## src/rtl/reaction_session_ctrl_pkg.sv

```systemverilog
// Shared types and constants for the reaction-time session controller.
// Includes the state and display-select enums, the LED colours and a saturating count helper.
package reaction_session_ctrl_pkg;

  typedef enum logic [3:0] {
    IDLE, ARM, WAIT, GO, RECORD, EARLY, LATE, GAP, SUMMARY
  } state_e;

  typedef enum logic [1:0] {
    DISP_BLANK = 2'd0,
    DISP_TIME  = 2'd1,
    DISP_BEST  = 2'd2,
    DISP_WORST = 2'd3
  } disp_sel_e;

  // LED colours, packed as {r,g,b}
  localparam logic [2:0] LED_OFF    = 3'b000;
  localparam logic [2:0] LED_RED    = 3'b100;
  localparam logic [2:0] LED_GREEN  = 3'b010;
  localparam logic [2:0] LED_BLUE   = 3'b001;
  localparam logic [2:0] LED_YELLOW = 3'b110;
  localparam logic [2:0] LED_WHITE  = 3'b111;

  localparam logic [15:0] BCD_MAX = 16'h9999;

  function automatic logic [3:0] sat_inc(input logic [3:0] v);
    return (v == 4'hF) ? v : v + 4'd1;
  endfunction

endpackage

```

## src/rtl/reaction_session_ctrl_if.sv

```systemverilog
// Bundles the signals between the controller and the button/counter/display datapath.
interface reaction_session_ctrl_if;
  logic        start_pulse;
  logic        enter_pulse;
  logic [2:0]  rand_val;
  logic [15:0] time_bcd;
  logic        time_carry;
  logic        cnt_clr;
  logic        cnt_run;
  logic [2:0]  led_rgb;
  logic [1:0]  disp_sel;
  logic [15:0] disp_bcd;
  logic [3:0]  trial_idx;
  logic [3:0]  early_cnt;
  logic [3:0]  late_cnt;
  logic        done;

  modport master (
    output start_pulse, enter_pulse, rand_val, time_bcd, time_carry,
    input  cnt_clr, cnt_run, led_rgb, disp_sel, disp_bcd, trial_idx, early_cnt, late_cnt, done
  );

  modport slave (
    input  start_pulse, enter_pulse, rand_val, time_bcd, time_carry,
    output cnt_clr, cnt_run, led_rgb, disp_sel, disp_bcd, trial_idx, early_cnt, late_cnt, done
  );
endinterface

```

## src/rtl/reaction_session_ctrl_score_keeper.sv

```systemverilog
// Holds the last, best and worst valid reaction times for a session.
// BCD-packed values order correctly when they are compared as plain unsigned numbers.
module reaction_session_ctrl_score_keeper
  import reaction_session_ctrl_pkg::*;
(
  input  logic        clk,
  input  logic        rst,
  input  logic        clr_i,
  input  logic        upd_i,
  input  logic [15:0] time_i,
  output logic [15:0] last_o,
  output logic [15:0] best_o,
  output logic [15:0] worst_o
);

  logic [15:0] last_q, last_d;
  logic [15:0] best_q, best_d;
  logic [15:0] worst_q, worst_d;

  always_comb begin
    last_d  = last_q;
    best_d  = best_q;
    worst_d = worst_q;
    if (clr_i) begin
      last_d  = '0;
      best_d  = BCD_MAX;
      worst_d = '0;
    end else if (upd_i) begin
      last_d = time_i;
      if (time_i < best_q)  best_d  = time_i;
      if (time_i > worst_q) worst_d = time_i;
    end
  end

  always_ff @(posedge clk) begin
    if (rst) begin
      last_q  <= '0;
      best_q  <= BCD_MAX;
      worst_q <= '0;
    end else begin
      last_q  <= last_d;
      best_q  <= best_d;
      worst_q <= worst_d;
    end
  end

  assign last_o  = last_q;
  assign best_o  = best_q;
  assign worst_o = worst_q;

endmodule

```

## src/rtl/reaction_session_ctrl.sv

```systemverilog
// Runs a multi-trial reaction-time session on the external BCD millisecond counter.
// Each trial goes through a random wait, the GO light, then either press capture or an early/late penalty.
module reaction_session_ctrl
  import reaction_session_ctrl_pkg::*;
#(
  parameter int NUM_TRIALS = 5,
  parameter int PENALTY_S  = 5,
  parameter int MIN_WAIT_S = 1
) (
  input  logic                   clk,
  input  logic                   rst,
  reaction_session_ctrl_if.slave io
);

  localparam logic [3:0] TRIALS  = 4'(NUM_TRIALS);
  localparam logic [3:0] PEN_LIM = 4'(PENALTY_S);

  state_e      state_q, state_d;
  disp_sel_e   sum_sel_q, sum_sel_d;
  logic [2:0]  wait_s_q, wait_s_d;
  logic [3:0]  trial_q, trial_d;
  logic [3:0]  early_q, early_d;
  logic [3:0]  late_q, late_d;
  logic        clr_evt, sk_clr, sk_upd;
  logic [15:0] last_t, best_t, worst_t;
  logic [3:0]  d3, wait_lim;
  logic        wait_done, pen_done;

  assign d3        = io.time_bcd[15:12];
  assign wait_lim  = {1'b0, wait_s_q} + 4'(MIN_WAIT_S);
  assign wait_done = (d3 >= wait_lim);
  assign pen_done  = (d3 >= PEN_LIM);

  // The press time is captured on the press cycle itself, so it is visible in RECORD.
  reaction_session_ctrl_score_keeper u_score (
    .clk     (clk),
    .rst     (rst),
    .clr_i   (sk_clr),
    .upd_i   (sk_upd),
    .time_i  (io.time_bcd),
    .last_o  (last_t),
    .best_o  (best_t),
    .worst_o (worst_t)
  );

  always_comb begin
    state_d   = state_q;
    sum_sel_d = sum_sel_q;
    wait_s_d  = wait_s_q;
    trial_d   = trial_q;
    early_d   = early_q;
    late_d    = late_q;
    clr_evt   = 1'b0;
    sk_clr    = 1'b0;
    sk_upd    = 1'b0;
    case (state_q)
      IDLE: if (io.start_pulse) begin
        state_d = ARM;
        trial_d = 4'd1;
        early_d = '0;
        late_d  = '0;
        sk_clr  = 1'b1;
      end
      ARM: begin
        wait_s_d = io.rand_val;
        state_d  = WAIT;
      end
      WAIT: if (wait_done) begin
        state_d = GO;
        clr_evt = 1'b1;
      end else if (io.enter_pulse) begin
        state_d = EARLY;
        clr_evt = 1'b1;
        early_d = sat_inc(early_q);
      end
      GO: if (io.enter_pulse) begin
        state_d = RECORD;
        sk_upd  = 1'b1;
      end else if (io.time_carry) begin
        state_d = LATE;
        clr_evt = 1'b1;
        late_d  = sat_inc(late_q);
      end
      RECORD: state_d = GAP;
      EARLY, LATE, GAP: if (pen_done) begin
        if (trial_q == TRIALS) begin
          state_d   = SUMMARY;
          sum_sel_d = DISP_TIME;
        end else begin
          state_d = ARM;
          trial_d = trial_q + 4'd1;
        end
      end
      SUMMARY: if (io.start_pulse) begin
        state_d = IDLE;
        trial_d = '0;
      end else if (io.enter_pulse) begin
        case (sum_sel_q)
          DISP_TIME: sum_sel_d = DISP_BEST;
          DISP_BEST: sum_sel_d = DISP_WORST;
          default:   sum_sel_d = DISP_TIME;
        endcase
      end
      default: state_d = IDLE;
    endcase
  end

  always_ff @(posedge clk) begin
    if (rst) begin
      state_q   <= IDLE;
      sum_sel_q <= DISP_BLANK;
      wait_s_q  <= '0;
      trial_q   <= '0;
      early_q   <= '0;
      late_q    <= '0;
    end else begin
      state_q   <= state_d;
      sum_sel_q <= sum_sel_d;
      wait_s_q  <= wait_s_d;
      trial_q   <= trial_d;
      early_q   <= early_d;
      late_q    <= late_d;
    end
  end

  // Clear is also raised on the transition cycle so the next state starts from 0000.
  always_comb begin
    io.cnt_clr  = clr_evt;
    io.cnt_run  = 1'b0;
    io.led_rgb  = LED_OFF;
    io.disp_sel = DISP_BLANK;
    io.disp_bcd = '0;
    io.done     = 1'b0;
    case (state_q)
      IDLE: begin
        io.cnt_clr = 1'b1;
        io.led_rgb = LED_GREEN;
      end
      ARM:  io.cnt_clr = 1'b1;
      WAIT: io.cnt_run = 1'b1;
      GO: begin
        io.cnt_run  = 1'b1;
        io.led_rgb  = LED_WHITE;
        io.disp_sel = DISP_TIME;
        io.disp_bcd = io.time_bcd;
      end
      RECORD: begin
        io.cnt_clr  = 1'b1;
        io.disp_sel = DISP_TIME;
        io.disp_bcd = last_t;
      end
      EARLY: begin
        io.cnt_run = 1'b1;
        io.led_rgb = LED_RED;
      end
      LATE: begin
        io.cnt_run = 1'b1;
        io.led_rgb = LED_YELLOW;
      end
      GAP: begin
        io.cnt_run  = 1'b1;
        io.disp_sel = DISP_TIME;
        io.disp_bcd = last_t;
      end
      SUMMARY: begin
        io.cnt_clr  = 1'b1;
        io.led_rgb  = LED_BLUE;
        io.done     = 1'b1;
        io.disp_sel = sum_sel_q;
        case (sum_sel_q)
          DISP_TIME:  io.disp_bcd = last_t;
          DISP_BEST:  io.disp_bcd = best_t;
          DISP_WORST: io.disp_bcd = worst_t;
          default:    io.disp_bcd = '0;
        endcase
      end
      default: io.cnt_clr = 1'b1;
    endcase
  end

  assign io.trial_idx = trial_q;
  assign io.early_cnt = early_q;
  assign io.late_cnt  = late_q;

endmodule
```

## src/flat_wrapper.sv

```systemverilog
// flat-port wrapper written by rule: the top's interface ports become plain ports
module reaction_session_ctrl_flat import reaction_session_ctrl_pkg::*;
#(
  parameter int NUM_TRIALS = 5,
  parameter int PENALTY_S  = 5,
  parameter int MIN_WAIT_S = 1
)
  (clk, rst, io_start_pulse, io_enter_pulse, io_rand_val, io_time_bcd, io_time_carry, io_cnt_clr, io_cnt_run, io_led_rgb, io_disp_sel, io_disp_bcd, io_trial_idx, io_early_cnt, io_late_cnt, io_done);
  reaction_session_ctrl_if io_i ();
  input  logic clk;
  input  logic rst;
  input wire logic [$bits(io_i.start_pulse)-1:0] io_start_pulse;
  input wire logic [$bits(io_i.enter_pulse)-1:0] io_enter_pulse;
  input wire logic [$bits(io_i.rand_val)-1:0] io_rand_val;
  input wire logic [$bits(io_i.time_bcd)-1:0] io_time_bcd;
  input wire logic [$bits(io_i.time_carry)-1:0] io_time_carry;
  output wire logic [$bits(io_i.cnt_clr)-1:0] io_cnt_clr;
  output wire logic [$bits(io_i.cnt_run)-1:0] io_cnt_run;
  output wire logic [$bits(io_i.led_rgb)-1:0] io_led_rgb;
  output wire logic [$bits(io_i.disp_sel)-1:0] io_disp_sel;
  output wire logic [$bits(io_i.disp_bcd)-1:0] io_disp_bcd;
  output wire logic [$bits(io_i.trial_idx)-1:0] io_trial_idx;
  output wire logic [$bits(io_i.early_cnt)-1:0] io_early_cnt;
  output wire logic [$bits(io_i.late_cnt)-1:0] io_late_cnt;
  output wire logic [$bits(io_i.done)-1:0] io_done;
  assign io_i.start_pulse = io_start_pulse;
  assign io_i.enter_pulse = io_enter_pulse;
  assign io_i.rand_val = io_rand_val;
  assign io_i.time_bcd = io_time_bcd;
  assign io_i.time_carry = io_time_carry;
  assign io_cnt_clr = io_i.cnt_clr;
  assign io_cnt_run = io_i.cnt_run;
  assign io_led_rgb = io_i.led_rgb;
  assign io_disp_sel = io_i.disp_sel;
  assign io_disp_bcd = io_i.disp_bcd;
  assign io_trial_idx = io_i.trial_idx;
  assign io_early_cnt = io_i.early_cnt;
  assign io_late_cnt = io_i.late_cnt;
  assign io_done = io_i.done;
  reaction_session_ctrl #(.NUM_TRIALS(NUM_TRIALS), .PENALTY_S(PENALTY_S), .MIN_WAIT_S(MIN_WAIT_S)) u_core (.clk(clk), .rst(rst), .io(io_i));
endmodule
```

## config.mk

```make
export PLATFORM = sky130hd
export DESIGN_NAME = reaction_session_ctrl_flat
export DESIGN_NICKNAME = d
export VERILOG_FILES = /design/src/rtl/reaction_session_ctrl_pkg.sv /design/src/rtl/reaction_session_ctrl_if.sv /design/src/rtl/reaction_session_ctrl_score_keeper.sv /design/src/rtl/reaction_session_ctrl.sv /design/src/flat_wrapper.sv
export SDC_FILE = /design/constraint.sdc
export NUM_CORES = 1
export LEC_CHECK = 0
export BUFFER_PORTS_ARGS = -buffer_cell sky130_fd_sc_hd__buf_2
export CORE_ASPECT_RATIO = 0.6
export CORE_MARGIN = 8
export CORE_UTILIZATION = 65
export CTS_BUF_LIST = sky130_fd_sc_hd__clkbuf_4
export DETAILED_ROUTE_END_ITERATION = 10
export PLACE_DENSITY = 0.88
export SETUP_SLACK_MARGIN = 0.3
export SYNTH_ARGS = -nofsm -noshare
export SYNTH_HDL_FRONTEND = slang
export SYNTH_SLANG_ARGS = --single-unit
```

## constraint.sdc

```tcl
create_clock -name clk -period 3.14 [get_ports clk]
set_input_delay 0.157 -clock clk [delete_from_list [all_inputs] [get_ports clk]]
set_output_delay 0.157 -clock clk [all_outputs]
set_load 0.1 [all_outputs]
```

== Yosys cells after proc, flatten, opt, wreduce, memory -nomap -nowiden ==
Index checks and enable logic that the tools add are counted.

* Flip-flop bits (word level): 69
* Input port bits: 24
* Output and inout port bits: 36
* Logic and storage cells: 104

* Add/subtract/negate cells: 4
* $lt $le $gt $ge: 4
* Equal/unequal tests: 29
* Muxes and demuxes: 41
* Reductions and logical operators: 17

{| class="wikitable"
|+ Operators with widths
! kind !! number
|-
| 16-bit case mux with 3 select lines || 2
|-
| 4-bit 2-to-1 mux || 16
|-
| 4-bit case mux with 7 select lines || 1
|-
| 5-bit AND reduction || 5
|-
| 2-bit inequality test, second input constant || 11
|-
| 4-bit by 3-bit equality test with 1-bit output, second input constant || 5
|-
| 16-bit greater-than comparator || 1
|-
| 16-bit less-than comparator || 1
|-
| 4-bit case mux with 2 select lines || 2
|-
| 3-bit case mux with 5 select lines || 1
|-
| 4-bit by 1-bit adder with 4-bit output, second input constant || 3
|-
| 4-bit equality test, second input constant || 3
|-
| 2-bit case mux with 2 select lines || 3
|-
| 4-bit case mux with 3 select lines || 1
|-
| 1-bit 2-to-1 mux || 10
|-
| 4-bit by 2-bit equality test with 1-bit output, second input constant || 2
|-
| 2-bit 2-to-1 mux || 4
|-
| 2-bit nonzero test || 3
|-
| 3-bit OR reduction || 2
|-
| 5-bit OR reduction || 1
|-
| 3-bit by 1-bit adder with 4-bit output, second input constant || 1
|-
| 2-bit equality test, second input constant || 2
|-
| 4-bit by 1-bit equality test with 1-bit output, second input constant || 1
|-
| 4-bit by 3-bit greater-or-equal comparator with 1-bit output, second input constant || 1
|-
| 10 further kinds || 13
|}

== Logic depth before layout (Yosys ltp) ==
Gate-level depths: netlist of the first run.

* Depth in word-level cells: 5
* Gate-level depth with buffers: 10
* Gate-level depth less buffers: 8

== Hierarchy ==
From an unflattened synthesis of the first run, not the netlist that was laid out.

* Cells, all modules: 543
* Area, all modules: 4,566.9 sq um

{| class="wikitable"
|+ By module, submodules not included
! module !! times used !! cells each !! area an instance (sq um) !! seq. area each (sq um)
|-
| reaction_session_ctrl_score_keeper || 1 || 276 || 2,498.6 || 960.9
|-
| reaction_session_ctrl || 1 || 267 || 2,068.2 || 420.4
|}

== Least setup slack after synthesis of the first run ==
OpenSTA, ideal clock, no wires.

* Path type: register -> output
* Start point: register u_core.state_q[1]
* End point: output io_disp_sel[0]
* Arrival time: 3.088 ns
* Data required time: 2.983 ns
* Setup slack: -0.105 ns
* Cell stages (with the launch flop): 6
* Path buffers: 2
* Cells stage by stage: dfxtp_1 > buf_2 > clkbuf_1 > nor3b_1 > a21oi_1 > o21ai_0

* Word-level cells in the longest chain between the ends: 3
* Elaborated cells between the ends (all ways): 6
* Classes of those cells: eq/ne (4); mux (1); reduce/logical (1)

{| class="wikitable"
|+ Ends and longest elaborated chain
! item !! RTL line !! text
|-
| start: declaration || reaction_session_ctrl.sv:18 || <nowiki>state_e state_q, state_d;</nowiki>
|-
| start signal: assignment || reaction_session_ctrl.sv:117 || <nowiki>state_q <= state_d;</nowiki>
|-
| 4-bit by 2-bit equality test with 1-bit output / 4-bit by 3-bit equality test with 1-bit output (equally long branches) || reaction_session_ctrl.sv:134 || <nowiki>case (state_q)</nowiki>
|-
| 3-bit OR reduction (no source line) || - ||
|-
| 2-bit case mux with 2 select lines (*) || reaction_session_ctrl.sv:134 ||
|-
| end: declaration || flat_wrapper.sv:20 || <nowiki>output wire logic [$bits(io_i.disp_sel)-1:0] io_disp_sel;</nowiki>
|}

Every way passes the cells marked *; elsewhere a longest branch is shown, timed or not.

== Worst setup path in the final report of the first run ==
* Start point: register u_core.wait_s_q[1]
* End point: output io_cnt_clr

* Word-level cells in the longest chain between the ends: 5

{| class="wikitable"
|+ Ends and longest elaborated chain
! item !! RTL line !! text
|-
| start: declaration || reaction_session_ctrl.sv:20 || <nowiki>logic [2:0] wait_s_q, wait_s_d;</nowiki>
|-
| start signal: assignment || reaction_session_ctrl.sv:119 || <nowiki>wait_s_q <= wait_s_d;</nowiki>
|-
| 3-bit by 1-bit adder with 4-bit output || reaction_session_ctrl.sv:30 || <nowiki>assign wait_lim = {1'b0, wait_s_q} + 4'(MIN_WAIT_S);</nowiki>
|-
| 4-bit greater-or-equal comparator || reaction_session_ctrl.sv:31 || <nowiki>assign wait_done = (d3 >= wait_lim);</nowiki>
|-
| 1-bit 2-to-1 mux || reaction_session_ctrl.sv:68 || <nowiki>WAIT: if (wait_done) begin</nowiki>
|-
| 1-bit case mux with 2 select lines || reaction_session_ctrl.sv:56 || <nowiki>case (state_q)</nowiki>
|-
| 1-bit 2-to-1 mux || reaction_session_ctrl.sv:134 ||
|-
| end: declaration || flat_wrapper.sv:17 || <nowiki>output wire logic [$bits(io_i.cnt_clr)-1:0] io_cnt_clr;</nowiki>
|}

Every way passes these cells.

==> impl_metrics.json, run 1 <==
{
  "status": "complete, no violations",
  "finalHoldViolations": 0,
  "drive_gt1_frac": 0.168,
  "synth-edff-count": 0,
  "multi_input_area_um2": 3140,
  "grt_pass1_vias": 4782,
  "peakVddDrop_mv": 0.526,
  "yosysTopAreaCellShare": 0.284,
  "ant_nets": 0,
  "dp_cells": 754,
  "drc": 0,
  "hold_class": "input port to flip-flop",
  "clkLatencyLatePin_ns": 0.43,
  "dp_hpwl_um": 11100,
  "tns_ns": 0,
  "setup_violations": 0,
  "io_buffers": 59,
  "regArea_um2": 1380,
  "worst_setup_path_start_kind": "flip-flop",
  "yosysUniqueCellTypes": 67,
  "synth_top_family_by_area": "compound AO/OA/AOI/OAI gates",
  "synth_area_per_cell_um2": 7.86,
  "rsz0062_at_grt": "no",
  "diodes": 0,
  "routed_via_density": 6.74,
  "synthToLayoutAreaGrowth_pct": 18.1,
  "maxSlewViolCount": 0,
  "dr.pass1.iters": 8,
  "fill_cells": 479,
  "yosysSeqAreaShare": 0.284,
  "worst_pin_slew_ns": 0.709,
  "antenna_found_initial": 0,
  "synth_compound_area_frac": 0.299,
  "synth_top_area_cell": "dfxtp_1",
  "grt_pass1_wl_um": 24300,
  "period_minus_slack_ns": 2.67,
  "synthAdderAreaFrac": 0.116,
  "num_rows": 24,
  "leakage_uw": 0.00213,
  "coreArea_um2": 7240,
  "whs_ns": 0.0221,
  "route.met2.wl_um": 6660,
  "routed_wl_um": 15300,
  "pwr_density_cell_nw_per_um2": 647,
  "htreeDepth": 3,
  "required_ns": 2.98,
  "yosys.area_share.simple": 0.208,
  "die_x_um": 128,
  "cts-buffers-inserted": 9,
  "synthXorXnorAreaFrac": 0.00902,
  "wire_per_inst_um": 19.7,
  "path_max_fanout": 4,
  "crit_arrival_ns": 2.51,
  "grt_usage": 0.281,
  "ys_ff_latch": 69,
  "worstSetupPathType": "flip-flop to output pin",
  "fmax_mhz": 375,
  "synthMuxAreaShare": 0.0103,
  "finalCritPeriodShare": 0.849,
  "synth-warning-count": 0,
  "routed-via-count": 5224,
  "clkSinkCount": 69,
  "async_flop_share": 0,
  "netlist_area_um2": 4860,
  "start_util": 0.671,
  "clk_pin_slew_ns": 0.12,
  "syn_nets": 687,
  "cts_root_buf": "clkbuf_4",
  "skew_ns": 0.0135,
  "fin_nets": 735,
  "final_cells": 775,
  "ys.flop_type": "dfxtp_1",
  "grt_max_degree": 34,
  "drv_cap": 0,
  "drt_iter0_markers": 793,
  "cts_buffer_depth": 2,
  "ios": 60,
  "dieArea_um2": 10600,
  "synth_cells": 618,
  "slew_headroom": 0.515,
  "worstSetupEndpointType": "output pin",
  "cts_tree": "done",
  "die_h_um": 83.0,
  "synthTopCellsByArea": "dfxtp_1 (28%), ha_1 (12%), nand2_1 (5.8%), nor2_1 (5.1%), a21oi_1 (4.7%)",
  "dr_wl_met3_um": 2020,
  "overflow": 0,
  "maxUsedRoutingLayer": "met4",
  "gp_congestion": 0.995,
  "wl_met1_um": 6340
}
layout by cell type (no fill, tap or decap), types with 3 or more instances in the layout:
cell           synthesis  final
or4_1                  5      5
nand2b_1               5      4
a21oi_1               46     46
a311oi_1               3      3
a2111oi_0             17     17
buf_12                 0     16
nand2_1               75     75
dlygate4sd3_1          0      4
ha_1                  45     45
buf_4                  1     20
nor2b_1                4      4
o31ai_1               16     16
o21a_1                 5      5
a22oi_1               16     16
or2_2                  3      3
and4_1                 3      3
nand3_1               15     15
buf_2                 13     42
o21ai_0                9      8
xnor2_1                4      4
nor2_1                66     65
a32oi_1               16     16
o211ai_1              17     17
dfxtp_1               69     69
nand4_1                4      4
nor2_2                 2      3
a221o_1               17     17
o21ai_1               17     17
bufinv_16              0      4
inv_1                 41     41
clkbuf_4               0      9
mux2i_1                5      5
power breakdown:
part / switching (uW) / total (uW) / leakage [uW] / internal, uW
Clock: 343 / 824 / 0.000108 / 481
Sequential: 82.1 / 1030 / 0.000558 / 944
Combinational: 1350 / 1860 / 0.00146 / 513
Total: 1770 / 3710 / 0.00213 / 1940
sequential cells by signal, indices dropped and copies added, names as in the netlist:
signal,count
u_core.state_q,4
u_core.io.early_cnt,4
u_core.io.late_cnt,4
u_core.u_score.worst_o,16
u_core.io.trial_idx,4
u_core.wait_s_q,3
u_core.u_score.best_o,16
u_core.u_score.last_o,16
u_core.sum_sel_q,2
routing by layer:
| layer | vias up | GRT usage |
|---|---|---|
| li1 | 2400 | - |
| met1 | 2426 | 0.375 |
| met2 | 368 | 0.430 |
| met3 | 30 | 0.0855 |
| met4 | 0 | 0.0751 |
| met5 | - | 0 |
path summary, 6_finish.rpt:
kind	startpoint	endpoint	slack, ns	depth (start not counted)
worst max-delay path	u_core.wait_s_q[1]	io_cnt_clr	0.47	7
worst min-delay path	io_time_bcd[5]	u_core.u_score.last_o[5]	0.02	3
worst max register to register	u_core.u_score.worst_o[7]	u_core.u_score.worst_o[0]	0.57	8
worst min register to register	u_core.u_score.last_o[4]	u_core.u_score.last_o[4]	0.47	2
cell type report:
cell class,instances,area share
multi-input combinational,462,0.547
sequential,69,0.241
timing repair buffer,82,0.126
inverter,42,0.0275
clock inverter,7,0.0240
tap,104,0.0227
clock buffer,9,0.0118
Yosys cell counts, types with 2 or more instances:
library cell,number
nand2_1,75
or4_1,5
clkbuf_1,28
nand3b_1,2
a2111oi_0,17
o31ai_1,16
nor2_2,2
or3_1,2
or2_2,3
nor3b_1,2
dfxtp_1,69
a311oi_1,3
o21ai_1,17
and4_1,3
a211oi_1,2
a31oi_1,2
a221o_1,17
nor4b_1,2
and3_1,2
buf_2,13
xnor2_1,4
a22oi_1,16
nor2b_1,4
nor3_1,2
buf_1,2
mux2i_1,5
a21o_1,2
nand3_1,15
o211ai_1,17
nand2b_1,5
nand4_1,4
and2_1,2
o41ai_1,2
a32oi_1,16
nor4b_2,2
o21a_1,5
a21oi_1,46
nor2_1,66
ha_1,45
inv_1,41
o21ai_0,9
worst max-delay path, cell delays in order (launching register included):
cell	delay, ns
dfxtp_1	0.35
ha_1	0.28
inv_1	0.04
ha_1	0.30
a2111oi_4	0.46
nor3_4	0.10
o31a_1	0.31
buf_4	0.23
timing repair:
action	in CTS	in global routing
pin swaps	0	1
gates resized for setup	2	3
endpoints found under the setup margin	17	25
setup buffers	0	1
endpoints found under the hold margin	4	0
cloned	0	0
hold buffers	4	0
metrics by stage:
step	setup WS [ns]	utilization	area (um2)	total power [uW]
2_1_floorplan	0.396	-	4860	2420
3_3_place_gp	0.806	0.754	5460	2780
3_5_place_dp	0.522	0.754	5460	2850
4_1_cts	0.378	0.789	5710	3660
5_1_grt	0.360	0.792	5730	3860
6_report	0.475	0.792	5730	3710
kinds of logic (layout without fill, tap and decap cells):
family                   count (synthesis)  count (layout)
AO/OA/AOI/OAI                          201             201
XOR/XNOR                                 5               5
flip-flops                              69              69
AND/OR/NAND/NOR                        206             206
adder cells (fa/ha/maj)                 45              45
multiplexers                             5               5
buffers and inverters                   87             140
Note: power is estimated with default switching activity, not from simulation.
==> run 2: changes to the inputs <==
--- a/config.mk
+++ b/config.mk
@@ -5,13 +5,14 @@
 export SDC_FILE = /design/constraint.sdc
 export NUM_CORES = 1
 export LEC_CHECK = 0
+export ABC_AREA = 1
 export BUFFER_PORTS_ARGS = -buffer_cell sky130_fd_sc_hd__buf_2
 export CORE_ASPECT_RATIO = 0.6
 export CORE_MARGIN = 8
-export CORE_UTILIZATION = 65
+export CORE_UTILIZATION = 55
 export CTS_BUF_LIST = sky130_fd_sc_hd__clkbuf_4
 export DETAILED_ROUTE_END_ITERATION = 10
-export PLACE_DENSITY = 0.88
+export PLACE_DENSITY = 0.8
 export SETUP_SLACK_MARGIN = 0.3
 export SYNTH_ARGS = -nofsm -noshare
 export SYNTH_HDL_FRONTEND = slang
==> constraint.sdc (replaced) <==
create_clock -name clk -period 2.3 [get_ports clk]
set_input_delay 0.115 -clock clk [delete_from_list [all_inputs] [get_ports clk]]
set_output_delay 0.115 -clock clk [all_outputs]
set_load 0.1 [all_outputs]
==> run 2 against run 1 <==
Compared with the run above: the flow now finishes with violations (negative hold slack); routed wire length increased by 9.5%; register-to-register slack lost 0.31 ns; utilization fell by 1.4 points; flip-flop and latch count did not move.
==> impl_metrics.json, run 2 <==
{
  "die_x_um": 134,
  "yosysSeqAreaShare": 0.300,
  "overflow": 0,
  "status": "complete, but fails checks",
  "clkLatencyLatePin_ns": 0.49,
  "ys.flop_type": "dfxtp_1",
  "routed-via-count": 5383,
  "synth-warning-count": 0,
  "ys_ff_latch": 69,
  "r2r_cells": 14,
  "synthAdderAreaFrac": 0.122,
  "slew_headroom": 0.632,
  "hold_class": "input port to flip-flop",
  "synth_cells": 682,
  "maxSlewViolCount": 0,
  "r2r_start": "u_core.wait_s_q[0]",
  "startpoint": "u_core.wait_s_q[0]",
  "htreeDepth": 3,
  "num_rows": 26,
  "routed_wl_um": 16700,
  "synth_area_per_cell_um2": 6.76,
  "clk_pin_slew_ns": 0.14,
  "worstSetupEndpointType": "output pin",
  "whs_ns": -0.00568,
  "crit_arrival_ns": 2.14,
  "coreArea_um2": 8330,
  "synth-edff-count": 0,
  "drt_iter0_markers": 737,
  "synth_compound_area_frac": 0.173,
  "finalCritPeriodShare": 0.980,
  "final_common_cell": "nand2_1",
  "ios": 60,
  "synthXorXnorAreaFrac": 0.00950,
  "cts_buffer_depth": 2,
  "post-route-util": 0.778,
  "yosysTopAreaCellShare": 0.300,
  "dieArea_um2": 11700,
  "synthToLayoutAreaGrowth_pct": 40.5,
  "yosys.area_share.simple": 0.286,
  "skew_ns": 0.0235,
  "finalHoldViolations": 1,
  "period_minus_slack_ns": 2.25,
  "antenna_found_initial": 0,
  "die_h_um": 86.9,
  "worst_pin_slew_ns": 0.549,
  "worst_setup_path_start_kind": "flip-flop",
  "leakage_uw": 0.00288,
  "diodes": 0,
  "synth_top_area_cell": "dfxtp_1",
  "netlist_area_um2": 4610,
  "crit_path_end": "io_cnt_clr",
  "finalPower_uw": 6230,
  "violations": "negative hold slack",
  "fmax_mhz": 443,
  "path_max_fanout": 2,
  "grt_pass1_wl_um": 25800,
  "routed_via_density": 5.95,
  "wire_per_inst_um": 18.5,
  "fill_cells": 549,
  "synthTopCellsByCount": "nand2_1 (157), inv_1 (90), nor2_1 (73)",
  "timing.rr.end": "u_core.state_q[2]",
  "synth.most_common_cell": "nand2_1",
  "grt_usage": 0.277,
  "start_util": 0.553,
  "clkSinkCount": 69,
  "most-common-layout-cells": "nand2_1 (137), inv_1 (77), nor2_1 (67)",
  "cts_tree": "done",
  "grt_max_degree": 21,
  "gp_congestion": 0.929,
  "drive_gt1_frac": 0.291,
  "cts_root_buf": "clkbuf_4",
  "io_buffers": 59,
  "drv_cap": 0,
  "ant_nets": 0,
  "cts-buffers-inserted": 9,
  "worstSetupPathType": "flip-flop to output pin",
  "pwr_density_cell_nw_per_um2": 962,
  "required_ns": 2.18,
  "peakVddDrop_mv": 0.854,
  "yosysUniqueCellTypes": 39,
  "rsz0062_at_grt": "yes",
  "async_flop_share": 0,
  "tns_ns": 0,
  "dp_hpwl_um": 10200,
  "synth_top_family_by_area": "simple AND/OR/NAND/NOR gates",
  "grt_pass1_vias": 5196,
  "r2r_slack_ns": 0.26,
  "synthMuxAreaShare": 0,
  "fin_nets": 857,
  "setup_violations": 0,
  "drc": 0,
  "dr.pass1.iters": 6,
  "synthTopCellsByArea": "dfxtp_1 (30%), nand2_1 (13%), ha_1 (12%), inv_1 (7.3%), a21oi_1 (6.2%)",
  "syn_nets": 751
}
==> run 2: cell count changes in the layout (fill, tap and decap cells not counted), sizes merged, moves of 16 or more <==
cell     delta
o31ai      -16
a221o      -17
inv        +50
a32oi      -16
a2111oi    -18
nand3      +29
nand2      +87
buf        +20
==> run 2: worst min path at each step <==
stage	from	endpoint	slack (ns)	cells past startpoint
floorplan	rst	u_core.state_q[3]	0.18	1
finish	io_time_bcd[15]	u_core.u_score.best_o[15]	-0.006	3
CTS	io_time_bcd[15]	u_core.u_score.best_o[15]	0.01	3
global placement	io_rand_val[2]	u_core.wait_s_q[2]	0.38	3
detailed placement	rst	u_core.state_q[3]	0.39	2
global route	io_time_bcd[15]	u_core.u_score.best_o[15]	0.02	3
==> run 2: routing by layer <==
layer	routed length (um)	GRT usage	part of all wire
met5	0	0	0
met4	517	0.120	0.031
met3	1860	0.0904	0.11
met2	7460	0.437	0.45
met1	6870	0.339	0.41
==> run 2: area by class of cell <==
class | count | area (um2) | share of cell area
repair buffers | 120 | 1170 | 0.181
clock buffers | 9 | 67.6 | 0.0104
well taps | 112 | 140 | 0.0216
inverters | 94 | 379 | 0.0585
multi-input cells | 494 | 3170 | 0.490
flip-flops and latches | 69 | 1410 | 0.218
clock inverters | 7 | 138 | 0.0212
==> run 2: timing repair <==
item                       4_1_cts  5_1_grt
hold endpoints to repair        27        0
setup buffers                   17        6
gates cloned                     3        1
resized for setup               90       50
setup endpoints to repair       24       46
pin swaps                       19       14
hold buffers                    19        0
==> run 2: report_power, final <==
part | total (uW) | switching, uW | internal, uW | leakage [uW]
Clock | 1170 | 517 | 655 | 0.000108
Combinational | 3570 | 2440 | 1120 | 0.00220
Sequential | 1490 | 146 | 1350 | 0.000565
==> run 2: per-stage QoR <==
stage                     area, um2  setup slack [ns]  instances
after CTS                      6220            0.0997        898
final                          6480            0.0451        905
after global placement         5360             0.385        843
after floorplan                4680             0.122        682
after detailed placement       5360             0.266        843
after global routing           6480           -0.0204        905
==> run 2: cell families (layout without fill, tap and decap cells) <==
group / Yosys count / in the layout
adders and majority gates: 45 / 45
xor gates and xnor gates: 5 / 5
AOI/OAI and AO/OA: 137 / 137
and+or+nand+nor: 306 / 307
buffers and inverters: 120 / 230
DFF: 69 / 69
==> run 2: critical path, cell delays in order (launching register included) <==
cell	delay (ns)
dfxtp_2	0.36
ha_4	0.27
inv_2	0.04
ha_4	0.26
inv_2	0.03
o21bai_1	0.13
nand3_1	0.10
nand3_2	0.10
nand2_2	0.08
o2111ai_4	0.08
buf_12	0.20
